**src/rtl/ram_ctrl_if.sv**
```systemverilog
// rtl/ram_ctrl_if.sv - CPU request/response handshake bundle for ram_ctrl
interface ram_ctrl_if #(
    parameter int AW = 4,
    parameter int DW = 8
) ();
    // Request channel (CPU -> controller)
    logic          req_valid;
    logic          req_ready;
    logic          req_we;
    logic [AW-1:0] req_addr;
    logic [DW-1:0] req_wdata;

    // Response channel (controller -> CPU), reads only
    logic          rsp_valid;
    logic          rsp_ready;
    logic [DW-1:0] rsp_rdata;

    // CPU side
    modport master (
        output req_valid,
        output req_we,
        output req_addr,
        output req_wdata,
        input  req_ready,
        input  rsp_valid,
        input  rsp_rdata,
        output rsp_ready
    );

    // Controller side
    modport slave (
        input  req_valid,
        input  req_we,
        input  req_addr,
        input  req_wdata,
        output req_ready,
        output rsp_valid,
        output rsp_rdata,
        input  rsp_ready
    );
endinterface

```
**src/rtl/ram_ctrl.sv**
```systemverilog
// rtl/ram_ctrl.sv - single-outstanding CPU front end for a synchronous RAM with optional fill after reset
module ram_ctrl #(
    parameter int            AW       = 4,
    parameter int            DW       = 8,
    parameter bit            INIT_EN  = 1'b1,
    parameter logic [DW-1:0] INIT_VAL = '0
) (
    input  logic          clk,
    input  logic          rst_n,
    ram_ctrl_if.slave     bus,
    output logic          init_done,
    output logic [AW-1:0] ram_addr,
    output logic [DW-1:0] ram_wdata,
    output logic          ram_wr,
    output logic          ram_rd,
    input  logic [DW-1:0] ram_rdata
);

    localparam logic [2:0] ST_INIT = 3'd0;
    localparam logic [2:0] ST_IDLE = 3'd1;
    localparam logic [2:0] ST_WR   = 3'd2;
    localparam logic [2:0] ST_RD   = 3'd3;
    localparam logic [2:0] ST_CAP  = 3'd4;
    localparam logic [2:0] ST_RSP  = 3'd5;

    localparam logic [2:0]    RESET_STATE = INIT_EN ? ST_INIT : ST_IDLE;
    localparam logic [AW-1:0] LAST_ADDR   = '1;

    logic [2:0]    state;
    logic [2:0]    state_nxt;
    logic [AW-1:0] init_cnt;
    logic [AW-1:0] addr_q;
    logic [DW-1:0] wdata_q;
    logic          rsp_valid_q;
    logic [DW-1:0] rsp_rdata_q;
    logic          accept;
    logic          init_last;

    // A request is taken only while idle; anything offered elsewhere is ignored
    assign accept    = (state == ST_IDLE) && bus.req_valid;
    assign init_last = (state == ST_INIT) && (init_cnt == LAST_ADDR);

    // Next-state decode: fill sweep, then one request at a time
    always_comb begin
        state_nxt = state;
        case (state)
            ST_INIT: if (init_last) state_nxt = ST_IDLE;
            ST_IDLE: if (bus.req_valid) state_nxt = bus.req_we ? ST_WR : ST_RD;
            ST_WR:   state_nxt = ST_IDLE;
            ST_RD:   state_nxt = ST_CAP;
            ST_CAP:  state_nxt = ST_RSP;
            ST_RSP:  if (bus.rsp_ready) state_nxt = ST_IDLE;
            default: state_nxt = ST_IDLE;
        endcase
    end

    // State register; reset drops any in-flight operation
    always_ff @(posedge clk) begin
        if (!rst_n) state <= RESET_STATE;
        else        state <= state_nxt;
    end

    // Fill address counter; restarts from 0 on every reset
    always_ff @(posedge clk) begin
        if (!rst_n)                 init_cnt <= '0;
        else if (state == ST_INIT)  init_cnt <= init_cnt + 1'b1;
    end

    // Fill-complete flag, sticky until the next reset
    always_ff @(posedge clk) begin
        if (!rst_n)          init_done <= !INIT_EN;
        else if (init_last)  init_done <= 1'b1;
    end

    // Request latch so the RAM sees stable address/data after the handshake
    always_ff @(posedge clk) begin
        if (!rst_n) begin
            addr_q  <= '0;
            wdata_q <= '0;
        end else if (accept) begin
            addr_q  <= bus.req_addr;
            wdata_q <= bus.req_wdata;
        end
    end

    // Response register: load from RAM output in CAP, hold until the CPU takes it
    always_ff @(posedge clk) begin
        if (!rst_n) begin
            rsp_valid_q <= 1'b0;
            rsp_rdata_q <= '0;
        end else if (state == ST_CAP) begin
            rsp_valid_q <= 1'b1;
            rsp_rdata_q <= ram_rdata;
        end else if ((state == ST_RSP) && bus.rsp_ready) begin
            rsp_valid_q <= 1'b0;
        end
    end

    // RAM pin drive; strobes are gated by rst_n so nothing reaches the RAM during reset
    always_comb begin
        ram_wr    = rst_n && ((state == ST_INIT) || (state == ST_WR));
        ram_rd    = rst_n && (state == ST_RD);
        ram_addr  = (state == ST_INIT) ? init_cnt : addr_q;
        ram_wdata = (state == ST_INIT) ? INIT_VAL : wdata_q;
    end

    assign bus.req_ready = (state == ST_IDLE);
    assign bus.rsp_valid = rsp_valid_q;
    assign bus.rsp_rdata = rsp_rdata_q;

endmodule

```
**src/flat_wrapper.sv**
```systemverilog
// flat-port wrapper written by rule: the top's interface ports become plain ports
module ram_ctrl_flat 
#(
    parameter int            AW       = 4,
    parameter int            DW       = 8,
    parameter bit            INIT_EN  = 1'b1,
    parameter logic [DW-1:0] INIT_VAL = '0
)
  (clk, rst_n, init_done, ram_addr, ram_wdata, ram_wr, ram_rd, ram_rdata, bus_req_valid, bus_req_we, bus_req_addr, bus_req_wdata, bus_req_ready, bus_rsp_valid, bus_rsp_rdata, bus_rsp_ready);
  ram_ctrl_if #(.AW(AW), .DW(DW)) bus_i ();
  input  logic clk;
  input  logic rst_n;
  output logic init_done;
  output logic [AW-1:0] ram_addr;
  output logic [DW-1:0] ram_wdata;
  output logic ram_wr;
  output logic ram_rd;
  input  logic [DW-1:0] ram_rdata;
  input wire logic [$bits(bus_i.req_valid)-1:0] bus_req_valid;
  input wire logic [$bits(bus_i.req_we)-1:0] bus_req_we;
  input wire logic [$bits(bus_i.req_addr)-1:0] bus_req_addr;
  input wire logic [$bits(bus_i.req_wdata)-1:0] bus_req_wdata;
  output wire logic [$bits(bus_i.req_ready)-1:0] bus_req_ready;
  output wire logic [$bits(bus_i.rsp_valid)-1:0] bus_rsp_valid;
  output wire logic [$bits(bus_i.rsp_rdata)-1:0] bus_rsp_rdata;
  input wire logic [$bits(bus_i.rsp_ready)-1:0] bus_rsp_ready;
  assign bus_i.req_valid = bus_req_valid;
  assign bus_i.req_we = bus_req_we;
  assign bus_i.req_addr = bus_req_addr;
  assign bus_i.req_wdata = bus_req_wdata;
  assign bus_req_ready = bus_i.req_ready;
  assign bus_rsp_valid = bus_i.rsp_valid;
  assign bus_rsp_rdata = bus_i.rsp_rdata;
  assign bus_i.rsp_ready = bus_rsp_ready;
  ram_ctrl #(.AW(AW), .DW(DW), .INIT_EN(INIT_EN), .INIT_VAL(INIT_VAL)) u_core (.clk(clk), .rst_n(rst_n), .bus(bus_i), .init_done(init_done), .ram_addr(ram_addr), .ram_wdata(ram_wdata), .ram_wr(ram_wr), .ram_rd(ram_rd), .ram_rdata(ram_rdata));
endmodule
```
**config.mk**
```make
export PLATFORM = sky130hd
export DESIGN_NAME = ram_ctrl_flat
export DESIGN_NICKNAME = d
export VERILOG_FILES = /design/src/rtl/ram_ctrl_if.sv /design/src/rtl/ram_ctrl.sv /design/src/flat_wrapper.sv
export SDC_FILE = /design/constraint.sdc
export NUM_CORES = 1
export LEC_CHECK = 0
export CORE_ASPECT_RATIO = 1.5
export CORE_UTILIZATION = 25
export DETAILED_ROUTE_END_ITERATION = 8
export MAX_ROUTING_LAYER = met4
export PLACE_DENSITY_LB_ADDON = 0.12
export SLEW_MARGIN = 20
export SYNTH_ARGS = -nofsm -noshare
export SYNTH_HDL_FRONTEND = slang
export SYNTH_SLANG_ARGS = --single-unit
```
**constraint.sdc**
```tcl
create_clock -name clk -period 2.1 [get_ports clk]
set_input_delay 0.315 -clock clk [delete_from_list [all_inputs] [get_ports clk]]
set_output_delay 0.315 -clock clk [all_outputs]
set_load 0.005 [all_outputs]
```
==> key figures <==
Outcome
  – Status: completed

Clocking
  – Clk_lat worst skew: 0.28 ns
  – Cts bufs inserted: 5
  – H-Tree Depth: 2
  – Longest Clk Path Bufs: 2
  – CTS tree: done
  – Clock transition at path regs: approximately 0.060 ns
  – Clock Sinks: 29
  – Clock tree root buffer cell: clkbuf_8
  – CTS Hold Bufs: 0

Place
  – Post-DP HPWL: around 2200 um
  – Placed insts: 250
  – Setup WS pre-CTS: 0.170 ns
  – DP Area: roughly 1900 um^2
  – I/O Buffers: 49
  – GPL Wtd Cong: 0.731

Floorplanning
  – I/O Pins: 50
  – Die Height: 90.1 um
  – Row cnt: 31
  – CORE AREA: 4890 um^2
  – Initial Utilization: a little over a quarter
  – Die Width: 60.7 um
  – Die footprint: around 5500 um^2

Critical path
  – Worst-path fanout max: 7
  – Arrival @ worst endpoint: 1.72 ns
  – R2R depth: 5
  – CP Launch Type: register
  – CP Capture Type: output pin
  – CP required: between 1.5 and 2 ns
  – Crit Path Class: register to output pin

Timing
  – Crit path time final: 2.03 ns
  – Hold slack: 0.453 ns
  – Setup TNS: 0 ns
  – RSZ-0062 raised after global routing: false
  – Final hold vios: 0
  – Clock skew: 0.00720 ns
  – Final setup margin: 0.0697 ns
  – Post-route clock period utilization: 96.7%
  – Peak Freq: 493 MHz
  – Final setup viols: 0
  – Worst rel slew slack: 76.7%
  – Fin. max-slew vios: 0
  – Worst-margin pin slew: 0.345 ns

Worst hold path
  – Hold Path Depth: 2
  – HP Class: register to register

Pwr
  – Cell area power density: 541 nW/um^2
  – VDD IR max: approximately 0.00032 V
  – Overall power: 1.09 mW
  – Sw Pwr: 237 uW
  – Sequential Power Share: roughly half
  – Clock network power share: 39.5%
  – Internal power: 849 uW
  – Logic pwr share: 8.8%
  – Switch share: between 20% and 30%
  – Static Leak: 0.847 nW

Synth
  – Post-synthesis net count: 161
  – Synth cell types: 33
  – Post-synth ARST share: 0%
  – Post-synth top cells: dfxtp_1 (29), nand2_1 (14), nor2_1 (13)
  – EDFF count, synth: 0
  – Area share of the largest cell type after synthesis: 44.9%
  – Avg Synthesized Cell Area: between 9 and 10 um^2
  – Largest cells by area after synthesis: dfxtp_1 (45%), mux2i_1 (7.7%), o21ai_2 (5.4%), nor2b_1 (5.3%), nand3_1 (4.6%)
  – Syn Inst Count: 135
  – Post-synthesis instance area: 1290 um^2
  – Yosys reg bits: 29
  – Cell with the most instances after synthesis: dfxtp_1
  – Cell taking the most area after synthesis: dfxtp_1
  – Sequential share of the synthesized area: 44.9%
  – Yosys warnings: 0
  – Synth Flop Type: dfxtp_1

Final layout
  – Final Instance Area: 2010 um^2
  – Diode count: 0
  – Final std cells w/o fill: 261
  – Final #Nets: 220
  – Synthesis-to-layout area growth: 55.2%
  – Fin util: 41.1%
  – Fill cell count: 523
  – Layout cells sized above 1: 20.5%

GRT
  – Initial antenna violation count: 0
  – Met3 usage in global routing: 4.60%
  – GRT busiest layer: met2
  – Total GRT Usage: 12.4%
  – Overflow after GRT: 0
  – First-pass GRT wire length: around 5000 um
  – Vias in the first global route: 1197
  – Largest net degree at the start of global routing: 26
  – M1 GR Usage: between 10% and 20%
  – Met2 GRT Util: between 20% and 30%

Route
  – DRT Pass-1 Iters: 3
  – DR WL/cell: 11.3 um
  – Routed vias: 1142
  – DRT antenna net count: 0
  – Final wirelength: 2950 um
  – Residual DRC: 0
  – Starting DRC count in detailed routing: 26
  – Vias per cell: 4.38

Flow run
  – Max Cap Viol: 0
[cell type report]
class / count / area, um^2 / share of cell area, %
repair buffers: 62 / 607 / 30.2
clock buffers: 6 / 72.6 / 3.61
clock inverters: 2 / 10.0 / 0.498
inverters: 1 / 3.75 / 0.187
multi-input cells: 95 / 648 / 32.3
well taps: 66 / 82.6 / 4.11
flip-flops and latches: 29 / 584 / 29.1
[critical path, stage by stage, from the launching register on]
cell	delay (ns)
dfxtp_2	0.33
nor3_4	0.18
buf_6	0.15
mux2_2	0.34
clkdlybuf4s50_1	0.44
[power by group through the flow]
stage | combinational (mW) | clock, mW | sequential, mW
2_1_floorplan | 0.0308 | 0 | 0.572
3_3_place_gp | 0.0954 | 0 | 0.574
3_5_place_dp | 0.0965 | 0 | 0.574
4_1_cts | 0.0972 | 0.447 | 0.562
5_1_grt | 0.103 | 0.481 | 0.562
6_report | 0.0950 | 0.429 | 0.562
[placed cells by master (no fill, tap or decap), types with 5 or more instances in the layout]
cell type,n
nor2_1,13
dlymetal6s2s_1,6
mux2i_1,10
dfxtp_1,26
buf_4,12
nand2_1,14
clkbuf_8,5
clkdlybuf4s50_1,43
nand3_1,12
nor2b_1,10
o21ai_2,8
[final timing paths]
check	start	slack [ns]	to
worst min register to register	u_core.wdata_q[7]	0.45	u_core.wdata_q[7]
worst max register to register	u_core.state[2]	0.73	u_core.addr_q[3]
worst max-delay path	u_core.state[1]	0.07	ram_addr[0]
worst min-delay path	u_core.wdata_q[7]	0.45	u_core.wdata_q[7]
[flip-flops by register name (all words and copies together) (netlist names)]
register,cells
u_core.bus.rsp_rdata,8
u_core.addr_q,4
u_core.state,3
u_core.wdata_q,8
u_core.bus.rsp_valid,1
u_core.init_cnt,4
u_core.init_done,1
[layer usage]
metal	up-vias	wire length [um]
met1	514	1130
met4	0	66
li1	581	-
met3	7	215
met2	40	1530
met5	-	0
[repair_timing]
| action | CTS | global route |
|---|---|---|
| resized for setup | 1 | 10 |
| endpoints found under the setup margin | 5 | 9 |
| setup buffers | 3 | 0 |
| pin swaps | 1 | 0 |
| hold endpoints to repair | 0 | 0 |
[cells by family (layout without fill, tap and decap cells)]
group | after synthesis | count (layout) | share of synthesized area [%]
AO/OA/AOI/OAI | 18 | 18 | 10.6
XOR/XNOR | 2 | 2 | 1.35
adder cells (fa/ha/maj) | 1 | 1 | 0.967
buffers and inverters | 11 | 71 | 6.77
flip-flops | 29 | 29 | 44.9
multiplexers | 14 | 14 | 11.2
AND/OR/NAND/NOR | 60 | 60 | 24.2
Power figures use the tool's default switching activity.
